==> config.mk <==
export PLATFORM = sky130hd
export DESIGN_NAME = fifo_rd_packer
export DESIGN_NICKNAME = d
export VERILOG_FILES = /design/src/rtl/fifo_rd_packer.sv
export SDC_FILE = /design/constraint.sdc
export NUM_CORES = 1
export LEC_CHECK = 0
export ABC_AREA = 1
export CAP_MARGIN = 0
export CORE_MARGIN = 2
export CORE_UTILIZATION = 47
export DETAILED_ROUTE_END_ITERATION = 16
export PLACE_DENSITY = 0.84
export SLEW_MARGIN = 20
export SYNTH_ARGS = -nofsm -noshare
export SYNTH_HDL_FRONTEND = slang
export SYNTH_SLANG_ARGS = --single-unit
export TNS_END_PERCENT = 50
==> constraint.sdc <==
create_clock -name rclk -period 1.67 [get_ports rclk]
set_input_delay 0.2505 -clock rclk [delete_from_list [all_inputs] [get_ports rclk]]
set_output_delay 0.2505 -clock rclk [all_outputs]
set_load 0.01 [all_outputs]
==> src/rtl/fifo_rd_packer.sv <==
// fifo_rd_packer: pops bytes from the async FIFO read port and packs them little-endian into valid/ready words,
// flushing a partial word after an idle timeout.
module fifo_rd_packer #(
    parameter int Data_Width = 8,
    parameter int Pack_Ratio = 4,
    parameter int Timeout    = 16
) (
    input  logic                             rclk,
    input  logic                             rrst,
    input  logic                             rempty,
    input  logic [Data_Width-1:0]            rdata,
    output logic                             rinc,
    output logic [Data_Width*Pack_Ratio-1:0] m_data,
    output logic [Pack_Ratio-1:0]            m_keep,
    output logic                             m_valid,
    input  logic                             m_ready
);
    localparam int WW = Data_Width * Pack_Ratio;
    localparam int CW = $clog2(Pack_Ratio + 1);
    localparam int IW = $clog2(Timeout + 1);
    localparam logic [CW-1:0] FULL = CW'(Pack_Ratio);
    localparam logic [IW-1:0] IDLE_LAST = IW'(Timeout - 2);

    typedef enum logic [1:0] {EMPTY, FILL, HOLD} state_t;

    state_t              state_q, state_d;
    logic [WW-1:0]       acc_q, acc_d, acc_w, data_q, data_d;
    logic [CW-1:0]       cnt_q, cnt_d, cnt_w;
    logic [Pack_Ratio-1:0] keep_q, keep_d, keep_w;
    logic [IW-1:0]       idle_q, idle_d;
    logic                pend_q, valid_q, valid_d, free, idle_tick, load;

    // counting the in-flight byte keeps a pop from overrunning the accumulator
    assign rinc = !rrst && !rempty && (cnt_q + CW'(pend_q) < FULL) && state_q != HOLD;
    assign free = !valid_q || m_ready;
    assign idle_tick = state_q == FILL && !pend_q && !rinc;
    assign m_data = data_q;
    assign m_keep = keep_q;
    assign m_valid = valid_q;

    always_comb begin
        acc_w = acc_q;
        for (int i = 0; i < Pack_Ratio; i++)
            if (pend_q && cnt_q == CW'(i)) acc_w[i*Data_Width +: Data_Width] = rdata;
        cnt_w = cnt_q + CW'(pend_q);
        for (int i = 0; i < Pack_Ratio; i++) keep_w[i] = CW'(i) < cnt_w;
        load = 1'b0;
        state_d = state_q;
        case (state_q)
            EMPTY: state_d = pend_q ? FILL : EMPTY;
            FILL: begin
                if (cnt_w == FULL) begin
                    load = free;
                    state_d = HOLD;
                end else if (idle_tick && idle_q == IDLE_LAST) begin
                    state_d = HOLD;
                end
            end
            HOLD: load = free;
            default: state_d = EMPTY;
        endcase
        // a transfer empties the accumulator whether the word is full or flushed
        state_d = load ? EMPTY : state_d;
        idle_d = (idle_tick && state_d == FILL) ? idle_q + IW'(1) : '0;
        acc_d = load ? '0 : acc_w;
        cnt_d = load ? '0 : cnt_w;
        valid_d = load || (valid_q && !m_ready);
        data_d = load ? acc_w : data_q;
        keep_d = load ? keep_w : keep_q;
    end

    always_ff @(posedge rclk) begin
        if (rrst) begin
            state_q <= EMPTY;
            acc_q <= '0;
            cnt_q <= '0;
            idle_q <= '0;
            pend_q <= 1'b0;
            valid_q <= 1'b0;
            data_q <= '0;
            keep_q <= '0;
        end else begin
            state_q <= state_d;
            acc_q <= acc_d;
            cnt_q <= cnt_d;
            idle_q <= idle_d;
            pend_q <= rinc;
            valid_q <= valid_d;
            data_q <= data_d;
            keep_q <= keep_d;
        end
    end
endmodule

* Word level (Yosys, flattened, before mapping) *
Index checks and enable logic that the tools add are counted.

operators by class
  equal/unequal tests = 9
  add/subtract/negate cells = 2
  bitwise logic cells = 1
  order comparisons = 5
  reduce and logical (&&, ||, !) cells = 24
  muxes and demuxes = 11

operator list
  cell                                                                          count
  8-bit two-way mux                                                             4
  1-bit logical AND                                                             12
  3-bit by 2-bit == test with 1-bit output (second input constant)              2
  1-bit zero test                                                               6
  1-bit by 3-bit less-than comparator with 1-bit output (first input constant)  2
  2-bit by 3-bit less-than comparator with 1-bit output (first input constant)  2
  2-bit two-way mux                                                             3
  2-bit one-hot mux with 3 select lines                                         1
  5-bit by 1-bit adder with 5-bit output (second input constant)                1
  5-bit by 4-bit == test with 1-bit output (second input constant)              1
  2-bit by 1-bit == test with 1-bit output (second input constant)              2
  2-bit OR reduction                                                            2
  3-bit by 1-bit adder with 3-bit output                                        1
  3-bit by 1-bit == test with 1-bit output (second input constant)              1
  3-bit == test (second input constant)                                         1
  3-bit zero test                                                               1
  3-bit less-than comparator (second input constant)                            1
  2-bit == test (second input constant)                                         1
  2-bit zero test                                                               1
  1-bit logical OR                                                              2
  1-bit two-way mux                                                             2
  2-bit inequality test (second input constant)                                 1
  1-bit one-hot mux with 2 select lines                                         1
  1-bit inverter                                                                1

word-level totals
  register bits after elaboration = 80

* Logic depth before layout (Yosys ltp) *
Gate-level depths: netlist (run 1).

  depth in word-level cells = 15
  mapped depth = 13
  gate-level depth less buffers = 13

* Least setup slack after synthesis (run 1) *
Ideal clock, no wire load.

  path type = flip-flop to flip-flop
  start point = register cnt_q[0]
  end point = register acc_q[0]
  period minus slack after synthesis = 1.766 ns
  path buffers = 2
  data arrival time = 1.649 ns
  setup time = 0.117 ns
  path slack = -0.096 ns
  stages on the path, launching flop included = 11
  cells stage by stage = dfxtp_1 -> ha_1 -> ha_1 -> nor2_1 -> nand4_1 -> nand2_1 -> nand2_2 -> buf_6 -> nand2_4 -> buf_2 -> nor2_1

on the way
  word-level cells in the longest chain between the ends = 5

RTL lines
  element                                 line  text
  from (decl)                             28    logic [CW-1:0] cnt_q, cnt_d, cnt_w;
  from (signal assigned)                  85    cnt_q <= cnt_d;
  3-bit by 1-bit adder with 3-bit output  45    cnt_w = cnt_q + CW'(pend_q);
  named net cnt_w[1]                      28
  3-bit == test                           52    if (cnt_w == FULL) begin
  1-bit two-way mux                       52
  1-bit one-hot mux with 2 select lines   49    case (state_q)
  2-bit OR reduction (no source line)     --
  to (signal assigned)                    75    acc_q <= '0;
  to (signal assigned)                    84    acc_q <= acc_d;
  to (decl)                               27    logic [WW-1:0] acc_q, acc_d, acc_w, data_q, data_d;

The timed path passes the listed nets, and every way through them passes these cells.
A chain may end at the register's enable or synchronous reset.

* Worst setup path after layout (run 1) *
  start point = register pend_q
  end point = register keep_q[2], in the netlist m_keep[2]

on the way
  word-level cells in the longest chain between the ends = 4

RTL lines
  element                                     line  text
  from (decl)                                 31    logic pend_q, valid_q, valid_d, free, idle_tick, load;
  from (signal assigned)                      87    pend_q <= rinc;
  3-bit by 1-bit adder with 3-bit output (*)  45
  named net cnt_w[1]                          28
  3-bit == test                               52
  1-bit two-way mux                           52
  1-bit one-hot mux with 2 select lines       49
  to (signal assigned)                        90    keep_q <= keep_d;
  to (decl)                                   29    logic [Pack_Ratio-1:0] keep_q, keep_d, keep_w;

Mark *: on every way through the listed nets, which the timed path passes. The rest lies on a longest branch.

==> results of run 1 <==
[stage by stage]
stage	cells	util [%]
3_5_place_dp	454	60.14
2_1_floorplan	317	-
6_report	477	67.38
5_1_grt	477	67.38
4_1_cts	474	64.78
3_3_place_gp	454	60.14
[worst reg2reg max path: cells and delay by family, from the launching register on]
family	cells	cell delay (ns)
AO/OA/AOI/OAI	1	0.20
adder cells (fa/ha/maj)	2	0.40
buffers and inverters	2	0.24
flip-flops	1	0.34
AND/OR/NAND/NOR	5	0.50
[cells in the final DEF (no fill, tap or decap), drive strengths merged, types with 3 or more instances in the layout]
cell type      Yosys  final
o21ai             34     34
clkbuf             6     12
inv               18     21
a21oi              3      3
nor3               7      7
buf                9     32
clkinvlp           0      3
ha                 8      8
nand3             41     41
dfxtp             80     80
mux2i             32     32
nand2             25     25
nor2              47     47
clkdlybuf4s50      0     48
[power groups by stage]
stage | Combinational (mW) | Sequential (mW) | Clock [mW]
final | 0.262 | 1.94 | 1.35
after global routing | 0.280 | 1.94 | 1.46
after CTS | 0.247 | 1.94 | 1.36
after detailed placement | 0.223 | 1.98 | 0
after global placement | 0.217 | 1.98 | 0
after floorplan | 0.126 | 1.98 | 0
[sequential cells by signal (all words and copies together) (netlist names)]
register and cells:
acc_q 32, m_data 32, idle_q 5, m_keep 4
cnt_q 3, state_q 2, m_valid 1, pend_q 1
[routing by layer]
layer / global-route usage (%) / vias to the layer above
met5: 0 / -
met1: 25.66 / 1202
li1: - / 1220
met4: 8.211 / 0
met2: 32.80 / 72
met3: 4.253 / 13
[final timing paths]
check	to	slack [ns]
max	m_keep[2]	-0.10
min	m_data[30]	0.48
max reg2reg	m_keep[2]	-0.10
min reg2reg	m_data[30]	0.48
[area by class of cell]
class / instances / share of cell area [%]
clock buffers: 10 / 3.273
flip-flops and latches: 80 / 38.14
multi-input cells: 204 / 33.12
repair buffers: 82 / 20.35
clock inverters: 6 / 1.220
inverters: 18 / 1.607
well taps: 77 / 2.291
[cell families (layout without fill, tap and decap cells)]
kind of cell               Yosys count  in the layout  share of synthesized area, %
AOI/OAI and AO/OA                   38             38                         6.446
xor gates and xnor gates             3              3                        0.8792
buffers and inverters               33            116                         5.023
muxes                               32             32                         10.72
and+or+nand+nor                    123            123                         20.01
DFF                                 80             80                         53.58
adders and majority gates            8              8                         3.349
[repair_timing]
| action | CTS | global route |
|---|---|---|
| setup endpoints to repair | 76 | 79 |
| gates resized for setup | 41 | 36 |
| cloned | 1 | 2 |
| buffers inserted | 4 | 1 |
| pin swaps | 19 | 3 |
==> flow_metrics.py, run 1 <==
metrics = {
    "sta": {
        "worstMarginPinSlew_ns": 0.4697,
        "period_share_pct": 106.1,
        "setup_viol": 74,
        "rsz0062_at_grt": "yes",
        "finalSetupTns_ns": -2.296,
        "layout_setup_ws_ns": -0.1024,
        "fmax_mhz": 564.2,
        "whs_ns": 0.4763,
        "max_slew_margin_pct": 68.68,
        "slew_violations": 0,
        "hold_viol": 0,
        "fin_skew_ns": 0.01144,
        "fin_crit_ns": 1.772,
    },
    "clock_tree": {
        "cts_max_path_buffers": 2,
        "cts_buffers": 9,
        "cts_tree": "done",
        "htree_levels": 3,
        "clock-sinks": 80,
        "clk_latency_ns": 0.36,
        "cts_root_buffer": "clkbuf_8",
        "hold_buffers": 0,
        "clkSlewWorstSetupHoldPaths_ns": 0.09,
    },
    "worst_setup_path": {
        "worstSetupEndpointType": "flip-flop",
        "cp.depth": 10,
        "path_delay_family": "simple AND/OR/NAND/NOR gates",
        "arrival_ns": 2.04,
        "r2r_start": "pend_q",
        "reg2regPathDepth": 10,
        "path_cells": "ha_4 -> ha_4 -> nor2_4 -> nand4_1 -> nand2_1 -> nand2_2 -> inv_2 -> nand2_4 -> buf_6 -> o31ai_1",
        "cp_max_fo": 4,
        "crit_top_cell": "ha_4",
        "critical_path.startpoint_type": "flip-flop",
        "cp_slowest_cell": "dfxtp_2",
        "startpoint": "pend_q",
        "cp_slowest_stage_delay_ns": 0.34,
        "path_class": "reg -> reg",
        "path_buf_inv": 2,
        "worstPathRequired_ns": 1.93,
    },
    "floorplan": {
        "die_area_um2": 7014,
        "die_x_um": 83.75,
        "initial_utilization_pct": 47.89,
        "ios": 50,
        "coreArea_um2": 6241,
        "die_h_um": 83.75,
        "rows": 29,
    },
    "synthesis": {
        "synth.most_common_cell": "dfxtp_1",
        "synth_flop_cell": "dfxtp_1",
        "yosysWarningCount": 0,
        "synthTopCellsByCount": "dfxtp_1 (80), nor2_1 (46), nand3_1 (39)",
        "synth_area_leaders": "dfxtp_1 (54%), mux2i_1 (11%), nand3_1 (6.5%)",
        "synth_cell_types": 26,
        "syn_nets": 337,
        "yosysTopAreaCellShare_pct": 53.58,
        "synth_area_per_cell_um2": 9.429,
        "synth-edff-count": 0,
        "synth-seq-cells": 80,
        "syn_area_um2": 2989,
        "ys_seq_area_share_pct": 53.58,
        "synthArstFlopShare_pct": 0,
        "synth_top_area_cell": "dfxtp_1",
        "netlist_instances": 317,
    },
    "final_layout": {
        "fillerInstances": 453,
        "antenna_cells": 0,
        "layout.nets": 415,
        "layout-drive-gt1-share_pct": 25.50,
        "regArea_um2": 1604,
        "area_delta_synth_final_pct": 40.69,
        "stdcell_area_um2": 4205,
        "multi_input_area_um2": 1393,
    },
    "routing": {
        "post_drt_wl_per_cell_um": 15.58,
        "dr_wl_met3_um": 324,
        "first_pass_iters": 4,
        "wl_mm": 7.430,
        "wl_met2_mm": 3.698,
        "drt_iter0_markers": 187,
        "drc": 0,
        "met1_length_mm": 3.278,
        "antenna_left": 0,
        "vias": 2507,
        "dr.max_layer_used": "met4",
        "viasPerCell": 5.256,
    },
    "placement": {
        "pre_cts_slack_ns": -0.1728,
        "dp_hpwl_mm": 4.527,
        "postPlaceCellArea_um2": 3754,
        "numPortBuffers": 49,
        "gp_congestion": 0.8359,
    },
    "pwr": {
        "intPower_mw": 2.647,
        "power.share.clock_pct": 38.1,
        "comb_power_share_pct": 7.4,
        "swShare_pct": 25.50,
        "power_per_cell_area_nw_per_um2": 845.1,
        "vdd_ir_drop_max_mv": 0.6424,
        "switching_power_uw": 906.4,
        "p_leak_nw": 1.833,
        "power.total_mw": 3.554,
        "power_frac_seq_pct": 54.5,
    },
    "grt": {
        "grt.total_usage_pct": 20.00,
        "grt_pass1_wl_mm": 11.14,
        "antenna_found_initial": 0,
        "gr-total-overflow": 0,
        "grt_pass1_vias": 2407,
        "grt_start_max_net_pins": 38,
    },
    "run_status": {
        "status": "complete, but fails checks",
        "violations": "setup timing",
    },
    "worst_hold_path": {
        "holdCritPathClass": "reg -> reg",
        "min_from": "m_data[30]",
        "whs_path_depth": 2,
    },
    "flow_run": {
        "cap_violations": 0,
    },
}
Power figures use the tool's default switching activity.
==> inputs of run 2 (changes only) <==
--- a/config.mk
+++ b/config.mk
@@ -7,9 +7,12 @@
 export LEC_CHECK = 0
 export ABC_AREA = 1
 export CAP_MARGIN = 0
+export CELL_PAD_IN_SITES_DETAIL_PLACEMENT = 0
+export CELL_PAD_IN_SITES_GLOBAL_PLACEMENT = 1
 export CORE_MARGIN = 2
-export CORE_UTILIZATION = 47
+export CORE_UTILIZATION = 36
 export DETAILED_ROUTE_END_ITERATION = 16
+export GPL_TIMING_DRIVEN = 0
 export PLACE_DENSITY = 0.84
 export SLEW_MARGIN = 20
 export SYNTH_ARGS = -nofsm -noshare
==> run 2 against run 1 <==
Against the previous run:
- the run still ends with setup timing left
- setup slack better by 0.028 ns
- clock skew is 0.0010 ns lower
- clock power is 23% higher
- non-clock buffer count is 7 lower
- sequential power hardly changed
- via count is 4.3% lower
- global-route usage is 3.6 points lower
- clock-buffer cell count stayed put
- final cell count is 4.6% higher
- critical path type unchanged
- largest power group unchanged
==> flow_metrics.py, run 2 (synthesis results as in run 1) <==
metrics = {
    "run_status": {
        "status": "complete, but fails checks",
        "violations": "setup timing",
    },
    "pwr": {
        "switching_power_uw": 898.0,
        "intPower_mw": 2.929,
        "power.share.clock_pct": 43.5,
        "power_per_cell_area_nw_per_um2": 908.7,
        "p_leak_nw": 1.818,
        "vdd_ir_drop_max_mv": 0.5039,
        "swShare_pct": 23.47,
        "power.total_mw": 3.827,
        "power_frac_seq_pct": 50.7,
        "comb_power_share_pct": 5.8,
    },
    "routing": {
        "post_drt_wl_per_cell_um": 14.02,
        "first_pass_iters": 4,
        "wl_mm": 6.994,
        "drc": 0,
        "drt_iter0_markers": 69,
        "antenna_left": 0,
        "vias": 2399,
        "viasPerCell": 4.808,
    },
    "clock_tree": {
        "cts_root_buffer": "clkbuf_8",
        "clk_latency_ns": 0.36,
        "clock-sinks": 80,
        "htree_levels": 3,
        "clkSlewWorstSetupHoldPaths_ns": 0.08,
        "cts_tree": "done",
        "cts_buffers": 9,
        "cts_max_path_buffers": 2,
    },
    "sta": {
        "setup_viol": 77,
        "slew_violations": 0,
        "period_share_pct": 104.5,
        "hold_viol": 0,
        "fmax_mhz": 573.2,
        "worstMarginPinSlew_ns": 0.5105,
        "layout_setup_ws_ns": -0.07466,
        "fin_skew_ns": 0.01040,
        "fin_crit_ns": 1.745,
        "max_slew_margin_pct": 65.97,
        "rsz0062_at_grt": "yes",
    },
    "floorplan": {
        "die_area_um2": 9048,
        "die_x_um": 95.12,
        "ios": 50,
        "coreArea_um2": 8134,
        "die_h_um": 95.12,
        "initial_utilization_pct": 36.75,
        "rows": 33,
    },
    "placement": {
        "numPortBuffers": 49,
        "gp_congestion": 0.8033,
        "dp_cells": 471,
        "pre_cts_slack_ns": -0.2808,
        "dp_hpwl_mm": 4.685,
    },
    "worst_setup_path": {
        "reg2reg_slack_ns": -0.07,
        "arrival_ns": 1.98,
        "worstPathRequired_ns": 1.90,
        "reg2regPathDepth": 12,
        "path_class": "reg -> reg",
        "critical_path.startpoint_type": "flip-flop",
        "worstSetupEndpointType": "flip-flop",
        "r2r_start": "pend_q",
        "cp_max_fo": 10,
        "worstReg2RegEnd": "m_keep[2]",
    },
    "worst_hold_path": {
        "whs_path_depth": 2,
        "holdCritPathClass": "reg -> reg",
        "hold_end": "m_data[7]",
        "min_from": "m_data[7]",
    },
    "flow_run": {
        "cap_violations": 0,
    },
    "final_layout": {
        "stdcell_count": 499,
        "antenna_cells": 0,
        "final_cell_mix": "dfxtp_1 (76), clkdlybuf4s50_1 (48), nor2_1 (43)",
        "regArea_um2": 1609,
        "layout-drive-gt1-share_pct": 22.59,
        "area_delta_synth_final_pct": 40.90,
        "layout_commonest_cell": "dfxtp_1",
        "layout.nets": 409,
        "fillerInstances": 743,
        "multi_input_area_um2": 1381,
    },
    "grt": {
        "grt_pass1_wl_mm": 11.21,
        "antenna_found_initial": 0,
        "grt.total_usage_pct": 16.38,
        "grt_pass1_vias": 2288,
        "gr-total-overflow": 0,
        "grt_start_max_net_pins": 16,
    },
}
[run 2: timing repair]
item                       CTS  global route
pin swaps                    9             4
setup endpoints to repair   73            78
buffers inserted             7             0
hold buffers                 0             0
gates cloned                 5             0
gates resized for setup     80             6
[run 2: power groups by stage]
stage               clock network, mW  logic [mW]  registers (mW)
detailed placement                  0       0.200            1.99
global placement                    0       0.199            1.98
global route                     1.76       0.244            1.94
floorplan                           0       0.126            1.98
finish                           1.66       0.223            1.94
CTS                              1.69       0.222            1.94
[run 2: per-layer routing]
metal	part of all wire (%)	up-vias	global-route usage, %
met1	47	1135	21.26
met5	0	-	0
met3	4.7	6	3.715
met4	1.3	0	6.159
met2	47	49	26.53
li1	-	1209	-
[run 2: how the worst max path moves through the flow]
stage / depth (start not counted) / endpoint / start
2_1_floorplan: 10 / m_data[23] / cnt_q[0]
3_3_place_gp: 7 / rinc / rrst
3_5_place_dp: 7 / rinc / rrst
4_1_cts: 12 / m_data[26] / pend_q
5_1_grt: 12 / idle_q[4] / pend_q
6_report: 12 / m_keep[2] / pend_q
[run 2: final cells by class]
class	count	share of cell area [%]
Buffer	15	3.951
Sequential cell	80	38.21
Timing Repair Buffer	60	14.68
Tap cell	105	3.119
Clock buffer	10	3.268
Multi-Input combinational cell	205	32.80
Clock inverter	6	2.317
Inverter	18	1.664
[run 2: worst max-delay path: stages (launching register included)]
cell and delay, ns:
dfxtp_4 0.36, ha_4 0.16, ha_4 0.16, inv_2 0.06, nand2_2 0.04, nand2_2 0.10, nand4_1 0.08, nand2_1 0.10
nand2_2 0.11, buf_8 0.16, buf_6 0.14, nand3_1 0.07, o31ai_1 0.09
[run 2: metrics by stage]
stage	cell area (um2)	TNS, ns	util [%]	hold WS (ns)
CTS	4192	-3.215	51.53	0.4768
finish	4212	-3.955	51.78	0.4728
global route	4212	-10.78	51.78	0.4983
global placement	3657	-9.388	44.96	0.4663
floorplan	3035	0	-	0.3196
detailed placement	3657	-10.69	44.96	0.4708
